### src/rtl/memory_arbiter.sv
// Two-client round-robin arbiter for a shared memory port, with write-snoop invalidates.
// A four-state FSM sequences each transaction; every output comes straight from a register.
`timescale 1ns/1ps
module memory_arbiter (
    input  logic        clock,
    input  logic        reset,
    input  logic [24:0] req0,
    input  logic [24:0] req1,
    input  logic        req0_ready,
    input  logic        req1_ready,
    output logic [15:0] resp0,
    output logic [15:0] resp1,
    output logic        resp0_ready,
    output logic        resp1_ready,
    output logic [15:0] inval0_address,
    output logic [15:0] inval1_address,
    output logic        inval0_valid,
    output logic        inval1_valid,
    output logic [24:0] mem_request,
    output logic        mem_request_ready,
    input  logic [15:0] mem_response,
    input  logic        mem_response_ready,
    output logic [1:0]  grant
);

    typedef enum logic [1:0] {IDLE, ISSUE, RESP, RELEASE} state_t;

    state_t      state, state_nxt;
    logic        pointer, pointer_nxt;
    logic        owner, owner_nxt;
    logic [1:0]  grant_nxt;
    logic [24:0] mem_request_nxt;
    logic        mem_request_ready_nxt;
    logic [15:0] resp0_nxt, resp1_nxt;
    logic        resp0_ready_nxt, resp1_ready_nxt;
    logic [15:0] inval0_address_nxt, inval1_address_nxt;
    logic        inval0_valid_nxt, inval1_valid_nxt;

    logic        pick;
    logic [24:0] granted_req;
    logic        owner_ready;

    // With both clients asking, the pointer decides; otherwise the lone requester wins.
    assign pick        = (req0_ready && req1_ready) ? pointer : req1_ready;
    assign granted_req = pick ? req1 : req0;
    assign owner_ready = owner ? req1_ready : req0_ready;

    always_comb begin
        // NOTE: every variable gets its hold value first so no path through the case infers a latch.
        state_nxt             = state;
        pointer_nxt           = pointer;
        owner_nxt             = owner;
        grant_nxt             = grant;
        mem_request_nxt       = mem_request;
        mem_request_ready_nxt = mem_request_ready;
        resp0_nxt             = resp0;
        resp1_nxt             = resp1;
        resp0_ready_nxt       = resp0_ready;
        resp1_ready_nxt       = resp1_ready;
        inval0_address_nxt    = inval0_address;
        inval1_address_nxt    = inval1_address;
        inval0_valid_nxt      = 1'b0;
        inval1_valid_nxt      = 1'b0;

        case (state)
            IDLE: begin
                if (req0_ready || req1_ready) begin
                    owner_nxt             = pick;
                    pointer_nxt           = ~pick;
                    grant_nxt             = pick ? 2'b10 : 2'b01;
                    mem_request_nxt       = granted_req;
                    mem_request_ready_nxt = 1'b1;
                    state_nxt             = ISSUE;
                    if (granted_req[24]) begin
                        // A write makes the other cache's copy stale.
                        if (pick) begin
                            inval0_address_nxt = granted_req[15:0];
                            inval0_valid_nxt   = 1'b1;
                        end else begin
                            inval1_address_nxt = granted_req[15:0];
                            inval1_valid_nxt   = 1'b1;
                        end
                    end
                end
            end
            ISSUE: begin
                if (mem_response_ready) begin
                    if (owner) begin
                        resp1_nxt       = mem_response;
                        resp1_ready_nxt = 1'b1;
                    end else begin
                        resp0_nxt       = mem_response;
                        resp0_ready_nxt = 1'b1;
                    end
                    mem_request_ready_nxt = 1'b0;
                    state_nxt             = RESP;
                end
            end
            RESP: begin
                if (!owner_ready) begin
                    resp0_ready_nxt = 1'b0;
                    resp1_ready_nxt = 1'b0;
                    state_nxt       = RELEASE;
                end
            end
            RELEASE: begin
                if (!mem_response_ready) begin
                    grant_nxt = 2'b00;
                    state_nxt = IDLE;
                end
            end
        endcase
    end

    // NOTE: sequential state uses non-blocking assignments so every register samples pre-edge values.
    always_ff @(posedge clock) begin
        if (reset) begin
            state             <= IDLE;
            pointer           <= 1'b0;
            owner             <= 1'b0;
            grant             <= 2'b00;
            mem_request       <= '0;
            mem_request_ready <= 1'b0;
            resp0             <= '0;
            resp1             <= '0;
            resp0_ready       <= 1'b0;
            resp1_ready       <= 1'b0;
            inval0_address    <= '0;
            inval1_address    <= '0;
            inval0_valid      <= 1'b0;
            inval1_valid      <= 1'b0;
        end else begin
            state             <= state_nxt;
            pointer           <= pointer_nxt;
            owner             <= owner_nxt;
            grant             <= grant_nxt;
            mem_request       <= mem_request_nxt;
            mem_request_ready <= mem_request_ready_nxt;
            resp0             <= resp0_nxt;
            resp1             <= resp1_nxt;
            resp0_ready       <= resp0_ready_nxt;
            resp1_ready       <= resp1_ready_nxt;
            inval0_address    <= inval0_address_nxt;
            inval1_address    <= inval1_address_nxt;
            inval0_valid      <= inval0_valid_nxt;
            inval1_valid      <= inval1_valid_nxt;
        end
    end

endmodule

### config.mk
export PLATFORM = sky130hd
export DESIGN_NAME = memory_arbiter
export DESIGN_NICKNAME = d
export VERILOG_FILES = /design/src/rtl/memory_arbiter.sv
export SDC_FILE = /design/constraint.sdc
export NUM_CORES = 1
export LEC_CHECK = 0
export BUFFER_PORTS_ARGS = -buffer_cell sky130_fd_sc_hd__buf_2
export CAP_MARGIN = 10
export CELL_PAD_IN_SITES_DETAIL_PLACEMENT = 0
export CELL_PAD_IN_SITES_GLOBAL_PLACEMENT = 2
export CORE_AREA = 2 2 124 126
export CTS_CLUSTER_DIAMETER = 100
export DETAILED_ROUTE_END_ITERATION = 6
export DIE_AREA = 0 0 126 128
export PLACE_DENSITY_LB_ADDON = 0.05
export SYNTH_ARGS = -nofsm -noshare
export SYNTH_HDL_FRONTEND = slang
export SYNTH_SLANG_ARGS = --single-unit
### constraint.sdc
create_clock -name clock -period 2.2 [get_ports clock]
set_input_delay 0.33 -clock clock [delete_from_list [all_inputs] [get_ports clock]]
set_output_delay 0.33 -clock clock [all_outputs]
set_load 0.05 [all_outputs]
==> impl_metrics.toml <==
[status]
status = "finished, final reports clean"

[power]
finalPower_mw = 6.77
p_per_area_nw_per_um2 = 1280
seq_power_share = 0.347
ir_drop_mv = 0.418
power_frac_comb = 0.402
sw_frac_of_total = 0.421
p_sw_mw = 2.85
power.leakage_nw = 2.52
power.internal_mw = 3.92
p_clk_frac = 0.251

[floorplan]
initial_utilization = 0.264
die_height_um = 128
pin_count = 167
core_um2 = 14900
die_area_um2 = 16100
die_x_um = 126
core.rowCount = 45

[final_layout]
fin_nets = 665
instances_no_fill = 781
drive_above_1_share = 0.341
final_cell_mix = "165 x buf_2, 100 x dfxtp_1, 69 x nand2_1"
utilization = 0.356
antennaDiodeCount = 0
stdcell_area_um2 = 5290
syn2layout_area_growth_pct = 34.9
final_common_cell = "buf_2"

[drt]
drtIter0Drc = 163
wl_um = 11400
wire_per_inst_um = 14.6
drcViolationCount = 0
drtAntennaViolNets = 0
drt_first_pass_iters = 4
route.vias.total = 3512
avgViaCountPerCell = 4.50

[setup_path]
critPathArrivalTime_ns = 2.09
reg2reg_slack_ns = 0.33
crit_fanout = 7
r2r-end = "state[1]$_SDFFE_PP0P_"
max_stage_delay_ns = 0.41
endpoint_kind = "flop"
startpoint_type = "flop"
rr_startpoint = "state[0]$_SDFFE_PP0P_"
reg2reg_depth = 7
cp.required_ns = 2.43
crit_chain = "inv_1, ha_1, nor3b_1, buf_4, a2111oi_2, mux2i_1, nor2_1"
crit_slowest_cell = "dfxtp_1"
path_class = "flop to flop"

[placed_design]
place.gp.congestion = 0.739
port_buffers = 166
place_area_um2 = 4970
dpl.hpwl_um = 8140
dpl_worst_slack_ns = 0.333
place_inst = 765

[clocking]
cts_sinks = 100
clock-root-buffer = "clkbuf_16"
post_cts_buffers = 0
clk_pin_slew_ns = 0.07
cts_buffer_depth = 2
cts_hold_buf = 0
clock_latency_ns = 0.35
htree_levels = 3
cts_tree = "yes"
cts_resized = 0
cts_buffers = 9

[sta]
fin_crit_ns = 1.87
finalHoldViolCount = 0
rsz0062_at_grt = "false"
setup_ws_ns = 0.335
hold_ws_ns = 0.226
finalSetupViolations = 0
tns_ns = 0
max_freq_ghz = 0.536
drv_slew = 0
skew_ns = 0.00330
worst_slew_pin_slew_ns = 0.480
max_slew_margin = 0.679
period_share = 0.848

[logic_synthesis]
synth_top_area_share = 0.511
synth_area_um2 = 3920
synthesis.nets = 508
yosysWarnings = 0
yosysUniqueCellTypes = 35
synth_area_leaders = "dfxtp_1 51%, mux2i_1 8.4%, nand2_1 6.6%"
syn_avg_cell_area_um2 = 9.10
yosysSeqAreaShare = 0.511
ys_ff_latch = 100
synth_cells = 431
yosysTopAreaCell = "dfxtp_1"

[grt]
grt_usage = 0.144
grt_max_degree = 35
gr-total-overflow = 0
grt_pass1_vias = 3462
grt_pass1_wl_um = 18200
antenna_found_initial = 0

[min_path]
hold_path_depth = 3
hp-class = "input port to flop"
hold_end = "inval0_address[12]$_SDFFE_PP0P_"
hold_start = "req1[12]"

[job]
maxCapViolations = 0
==> registers in the layout, indices dropped and copies added, names as in the netlist <==
register / count
inval1_valid: 1
inval0_valid: 1
grant: 2
mem_request_ready: 1
mem_request: 25
inval1_address: 16
resp1: 16
owner: 1
state: 2
resp0: 16
resp0_ready: 1
pointer: 1
resp1_ready: 1
inval0_address: 16
==> Yosys cell counts (all sizes together) <==
master and number:
o2111ai 1, nand3 1, a311oi 2, o21a 2, a32o 2, nor3b 1, a21boi 1, mux2 1
nand2 69, o21ai 2, a21oi 37, buf 14, clkbuf 21, a211oi 33, a22oi 8, and3 2
ha 6, nor4b 1, dfxtp 100, a2111oi 1, nor3 3, and2 1, inv 12, or2 1
nor2b 4, o21bai 1, o32ai 9, o31ai 2, nand2b 2, nor2 58, mux2i 33
==> cell families after synthesis <==
logic type,count (synthesis),synth area share
AOI/OAI and AO/OA,101,0.178
adders and majority gates,6,0.0191
buffers and inverters,47,0.0571
DFF,100,0.511
muxes,34,0.0881
and+or+nand+nor,143,0.147
==> layout make-up <==
cell class                 instances  area [um2]
sequential                       100        2000
multi-input combinational        284        1710
tap                              188         235
inverter                          12        45.0
timing repair buffer             181         983
fill                            1591        9580
clock buffer                      11         243
clock inverter                     5        75.1
==> routing by layer <==
layer,GRT usage,vias to the layer above,routed length [um]
li1,-,1803,-
met1,0.187,1589,5310
met2,0.226,114,5090
met3,0.0559,6,863
met4,0.0349,0,105
met5,0,-,0
==> power groups by stage <==
| stage | Clock [mW] | Sequential [mW] | Combinational, mW |
|---|---|---|---|
| 3_5_place_dp | 0 | 2.39 | 2.75 |
| 5_1_grt | 1.85 | 2.39 | 2.93 |
| 6_report | 1.70 | 2.35 | 2.72 |
| 4_1_cts | 1.78 | 2.35 | 2.75 |
| 2_1_floorplan | 0 | 3.50 | 0.906 |
| 3_3_place_gp | 0 | 2.38 | 2.73 |
==> worst max-delay path: cells and delay by family (launching register included) <==
family          cells  cell delay, ns
compound gates      1            0.30
buf+inv             2            0.27
simple gates        2            0.22
mux                 1            0.23
flops               1            0.41
fa+ha+maj           1            0.30
==> how the worst max path moves through the flow <==
| stage | startpoint | to | slack, ns |
|---|---|---|---|
| after global placement | state[0]$_SDFFE_PP0P_ | state[1]$_SDFFE_PP0P_ | 0.38 |
| after CTS | state[0]$_SDFFE_PP0P_ | state[1]$_SDFFE_PP0P_ | 0.33 |
| after detailed placement | state[0]$_SDFFE_PP0P_ | inval0_address[5]$_SDFFE_PP0P_ | 0.33 |
| after global routing | state[0]$_SDFFE_PP0P_ | inval0_address[9]$_SDFFE_PP0P_ | 0.19 |
| final | state[0]$_SDFFE_PP0P_ | state[1]$_SDFFE_PP0P_ | 0.33 |
| after floorplan | state[0]$_SDFFE_PP0P_ | inval0_address[6]$_SDFFE_PP0P_ | 0.49 |
(Power assumes the default switching activity.)
